$ cat src/rtl/switch_debouncer.sv
`default_nettype none
// ============================================================================
// Module   : switch_debouncer
// Brief    : Two-flop synchroniser plus independent per-bit debounce counters
//            with a registered change strobe and change mask.
// Revision : 1.0 - initial release
// ============================================================================
module switch_debouncer #(
    parameter int WIDTH   = 5,
    parameter int CNT_MAX = 1000000
) (
    input  logic             clk,
    input  logic             rst,
    input  logic [WIDTH-1:0] sw_raw,
    output logic [WIDTH-1:0] sw_out,
    output logic             changed,
    output logic [WIDTH-1:0] change_mask
);

    localparam int CNT_W = (CNT_MAX > 1) ? $clog2(CNT_MAX) : 1;
    localparam logic [CNT_W-1:0] c_cnt_last = CNT_W'(CNT_MAX - 1);

    logic [WIDTH-1:0] r_sync1;
    logic [WIDTH-1:0] r_sync2;
    logic [WIDTH-1:0] r_sw_out;
    logic [WIDTH-1:0] r_mask;
    logic             r_changed;
    logic [WIDTH-1:0] w_flip;

    // Each bit owns a stability counter; it flips its output on the
    // CNT_MAX-th consecutive cycle of disagreement.
    for (genvar i = 0; i < WIDTH; i++) begin : g_bit
        logic [CNT_W-1:0] r_cnt;
        logic             w_differs;

        assign w_differs = r_sync2[i] ^ r_sw_out[i];
        assign w_flip[i] = w_differs && (r_cnt == c_cnt_last);

        always_ff @(posedge clk) begin
            if (rst) begin
                r_cnt <= '0;
            end else if (!w_differs || w_flip[i]) begin
                r_cnt <= '0;
            end else begin
                r_cnt <= r_cnt + CNT_W'(1);
            end
        end
    end

    always_ff @(posedge clk) begin
        if (rst) begin
            r_sync1   <= '0;
            r_sync2   <= '0;
            r_sw_out  <= '0;
            r_mask    <= '0;
            r_changed <= 1'b0;
        end else begin
            r_sync1   <= sw_raw;
            r_sync2   <= r_sync1;
            r_sw_out  <= r_sw_out ^ w_flip;
            r_mask    <= w_flip;
            r_changed <= |w_flip;
        end
    end

    assign sw_out      = r_sw_out;
    assign changed     = r_changed;
    assign change_mask = r_mask;

endmodule
`default_nettype wire

$ cat config.mk
export PLATFORM = sky130hd
export DESIGN_NAME = switch_debouncer
export DESIGN_NICKNAME = d
export VERILOG_FILES = /design/src/rtl/switch_debouncer.sv
export SDC_FILE = /design/constraint.sdc
export NUM_CORES = 1
export LEC_CHECK = 0
export BUFFER_PORTS_ARGS = -buffer_cell sky130_fd_sc_hd__buf_2
export CAP_MARGIN = 20
export CELL_PAD_IN_SITES_DETAIL_PLACEMENT = 2
export CELL_PAD_IN_SITES_GLOBAL_PLACEMENT = 2
export CORE_ASPECT_RATIO = 0.5
export CORE_MARGIN = 2
export CORE_UTILIZATION = 38
export DETAILED_ROUTE_END_ITERATION = 6
export GPL_TIMING_DRIVEN = 1
export PLACE_DENSITY_LB_ADDON = 0.1
export SKIP_LAST_GASP = 1
export SLEW_MARGIN = 20
export SYNTH_ARGS = -nofsm -noshare
export SYNTH_HDL_FRONTEND = slang
export SYNTH_SLANG_ARGS = --single-unit
$ cat constraint.sdc
create_clock -name clk -period 2.4 [get_ports clk]
set_input_delay 0.72 -clock clk [delete_from_list [all_inputs] [get_ports clk]]
set_output_delay 0.72 -clock clk [all_outputs]
set_load 0.01 [all_outputs]
==> flow_summary.yaml <==
floorplan:
  die_y_um: 87.4
  pin_count: 18
  die_area_um2: 14900
  core_um2: 13600
  std_cell_rows: 30
  initial_utilization: 0.389
  die_x_um: 171
synthesis:
  ys_seq_area_frac: 0.458
  synth_warnings: 0
  syn_area_per_cell_um2: 8.73
  synthTopCellsByArea: "dfxtp_1, xnor2_1, nor2_1"
  synthTopCellsByCount: "dfxtp_1, nor2_1, a21oi_1"
  synth-seq-cells: 121
  synth_nets: 618
  netlist_area_um2: 5290
  synth.distinct_cells: 39
  synth_top_cell_by_area: "dfxtp_1"
  synth_top_family_by_area: "simple AND/OR/NAND/NOR gates"
  synth_most_common_cell: "dfxtp_1"
  synth_top_area_frac: 0.458
  synth_simple_gate_area_frac: 0.309
  synthCells: 606
  synthXorXnorAreaFrac: 0.103
  synth-edff-count: 0
  synth_fa_ha_area_frac: 0.0118
  synth_ff_type: "dfxtp_1"
  synth_mux_area_frac: 0
  async_flop_share: 0
  synth_compound_area_frac: 0.0889
clock_network:
  clk_pin_slew_worst_paths_ns: 0.06
  clockBufferDepth: 2
  hold_buffers: 0
  ctsResizeCount: 0
  cts_tree: "built"
  numCtsBuffers: 17
  htreeDepth: 4
  clock_sinks: 121
  clockRootBuffer: "clkbuf_16"
  clk_latency_ns: 0.41
  cts_setup_buffers: 0
routing:
  vias: 4531
  drt_pass1_iterations: 4
  via_per_inst: 5.42
  totalWireLength_mm: 14.5
  drt_first_iter_violations: 135
  post-route-drc-count: 0
  ant_nets: 0
  wire_per_inst_um: 17.4
worst_setup_path:
  cp-end-kind: "flop"
  worstPathCellList: "ha_1 > nand3_1 > or4_1 > or3_1 > a21oi_1"
  path_class: "flop to flop"
  cp_slowest_cell: "or4_1"
  critPathArrivalTime_ns: 2.47
  critPathMaxFanout: 8
  required_ns: 2.74
  slowest_delay_ns: 0.68
  start_kind: "flop"
power:
  cellPowerDensity_nw_per_um2: 778
  netSwitchingFraction: 0.197
  power.total_mw: 4.86
  power_frac_seq: 0.417
  p_comb_frac: 0.010
  clkPwrFrac: 0.573
  power_leakage_nw: 1.91
  internal_power_mw: 3.91
  peakVddDrop_v: 0.000474
  power.switching_mw: 0.956
cells_and_area:
  nets: 644
  syn2layout_area_growth_pct: 18.1
  nFillCells: 1484
  drive_gt1_frac: 0.0932
  n_antenna_cell: 0
hold_path:
  worstHoldPathType: "flop to flop"
run_status:
  status: "finished, final reports clean"
sta:
  finalMaxSlewViolations: 0
  maxSlewHeadroom: 0.549
  clock.fmax_mhz: 471
  hold_viol: 0
  setup_violations: 0
  rsz0062_at_grt: "false"
  worst_pin_slew_ns: 0.666
  min_period_ns: 2.12
  finalClockSkew_ns: 0.00771
  setup_tns_ns: 0
  finalCritPeriodShare: 0.885
  holdWs_ns: 0.435
global_route:
  grt_max_degree: 21
  track_usage: 0.211
  grt.met1_usage: 0.258
  grt_pass1_vias: 4843
  grt-ovfl-total: 0
  grt_busiest_layer: "met2"
  antenna_found_initial: 0
  grt_pass1_wl_mm: 24.6
  grtUsageMet2: 0.371
  grtUsageMet3: 0.0482
placement:
  dp_hpwl_mm: 9.36
  numPortBuffers: 17
  place_congestion: 0.728
job:
  drv_cap: 0
==> power by group through the flow <==
stage	Combinational, mW	Clock (mW)	Sequential, mW
2_1_floorplan	0.0291	0	2.07
3_3_place_gp	0.0487	0	2.07
3_5_place_dp	0.0500	0	2.07
4_1_cts	0.0519	2.86	2.03
5_1_grt	0.0566	2.95	2.03
6_report	0.0507	2.79	2.03
==> per-layer routing <==
metal  part of all wire  wire length [um]
met1               0.47              6890
met5                  0                 0
met4              0.011               157
met2               0.49              7190
met3              0.021               312
==> final timing paths <==
| check | startpoint | to | depth (start not counted) | slack, ns |
|---|---|---|---|---|
| worst max-delay path | g_bit[1].r_cnt[0]$_SDFF_PP0_ | g_bit[1].r_cnt[18]$_SDFF_PP0_ | 5 | 0.28 |
| worst min-delay path | g_bit[3].r_cnt[0]$_SDFF_PP0_ | g_bit[3].r_cnt[0]$_SDFF_PP0_ | 1 | 0.43 |
| worst max register to register | g_bit[1].r_cnt[0]$_SDFF_PP0_ | g_bit[1].r_cnt[18]$_SDFF_PP0_ | 5 | 0.28 |
| worst min register to register | g_bit[3].r_cnt[0]$_SDFF_PP0_ | g_bit[3].r_cnt[0]$_SDFF_PP0_ | 1 | 0.43 |
==> logic make-up after synthesis <==
family	after synthesis
xor+xnor	62
flops	121
simple gates	294
fa+ha+maj	5
compound gates	83
buf+inv	41
==> per-stage QoR <==
| step | setup slack, ns | cell area, um^2 | utilization | instances |
|---|---|---|---|---|
| after detailed placement | 0.280 | 5610 | 0.413 | 805 |
| after CTS | 0.260 | 6250 | 0.460 | 836 |
| after floorplan | 0.502 | 5290 | - | 606 |
| final | 0.277 | 6250 | 0.460 | 836 |
| after global placement | 0.349 | 5610 | 0.413 | 805 |
| after global routing | 0.0858 | 6250 | 0.460 | 836 |
==> cells in the final DEF (no fill, tap or decap), types with 5 or more instances in the layout <==
cell type  instances
and4_1            10
nor2b_1           11
buf_4             10
nand2_1           34
nor2_1            75
and2_1             8
buf_2             17
nor4b_1           10
xor2_1            27
clkbuf_16         17
xnor2_1           35
nor4_1            14
o21ai_0           22
nand3_1           37
inv_1             21
ha_1               5
clkbuf_8           5
nand4_1           23
or4_1             19
o31ai_1           14
and3_1             7
a21oi_1           38
nor3_1             8
or3_1             23
dfxtp_1          121
==> flip-flops by register name, summed over array words and instances, names as in the netlist, named ones only <==
name / cells
g_bit.r_cnt: 100
change_mask: 5
r_sync2: 5
r_sync1: 5
changed: 1
==> critical path, delay by kind of cell (launching register included) <==
kind / cells / cell delay (ns)
adders and majority gates: 1 / 0.21
and+or+nand+nor: 3 / 1.31
DFF: 1 / 0.40
AOI/OAI and AO/OA: 1 / 0.14
==> final cells by class <==
| cell class | count | area, um^2 | share of cell area |
|---|---|---|---|
| repair buffers | 27 | 160 | 0.0256 |
| clock buffers | 24 | 502 | 0.0803 |
| clock inverters | 7 | 138 | 0.0220 |
| flip-flops and latches | 121 | 2420 | 0.388 |
| well taps | 192 | 240 | 0.0384 |
| inverters | 21 | 78.8 | 0.0126 |
| multi-input cells | 444 | 2710 | 0.433 |
Power figures use the tool's default switching activity.
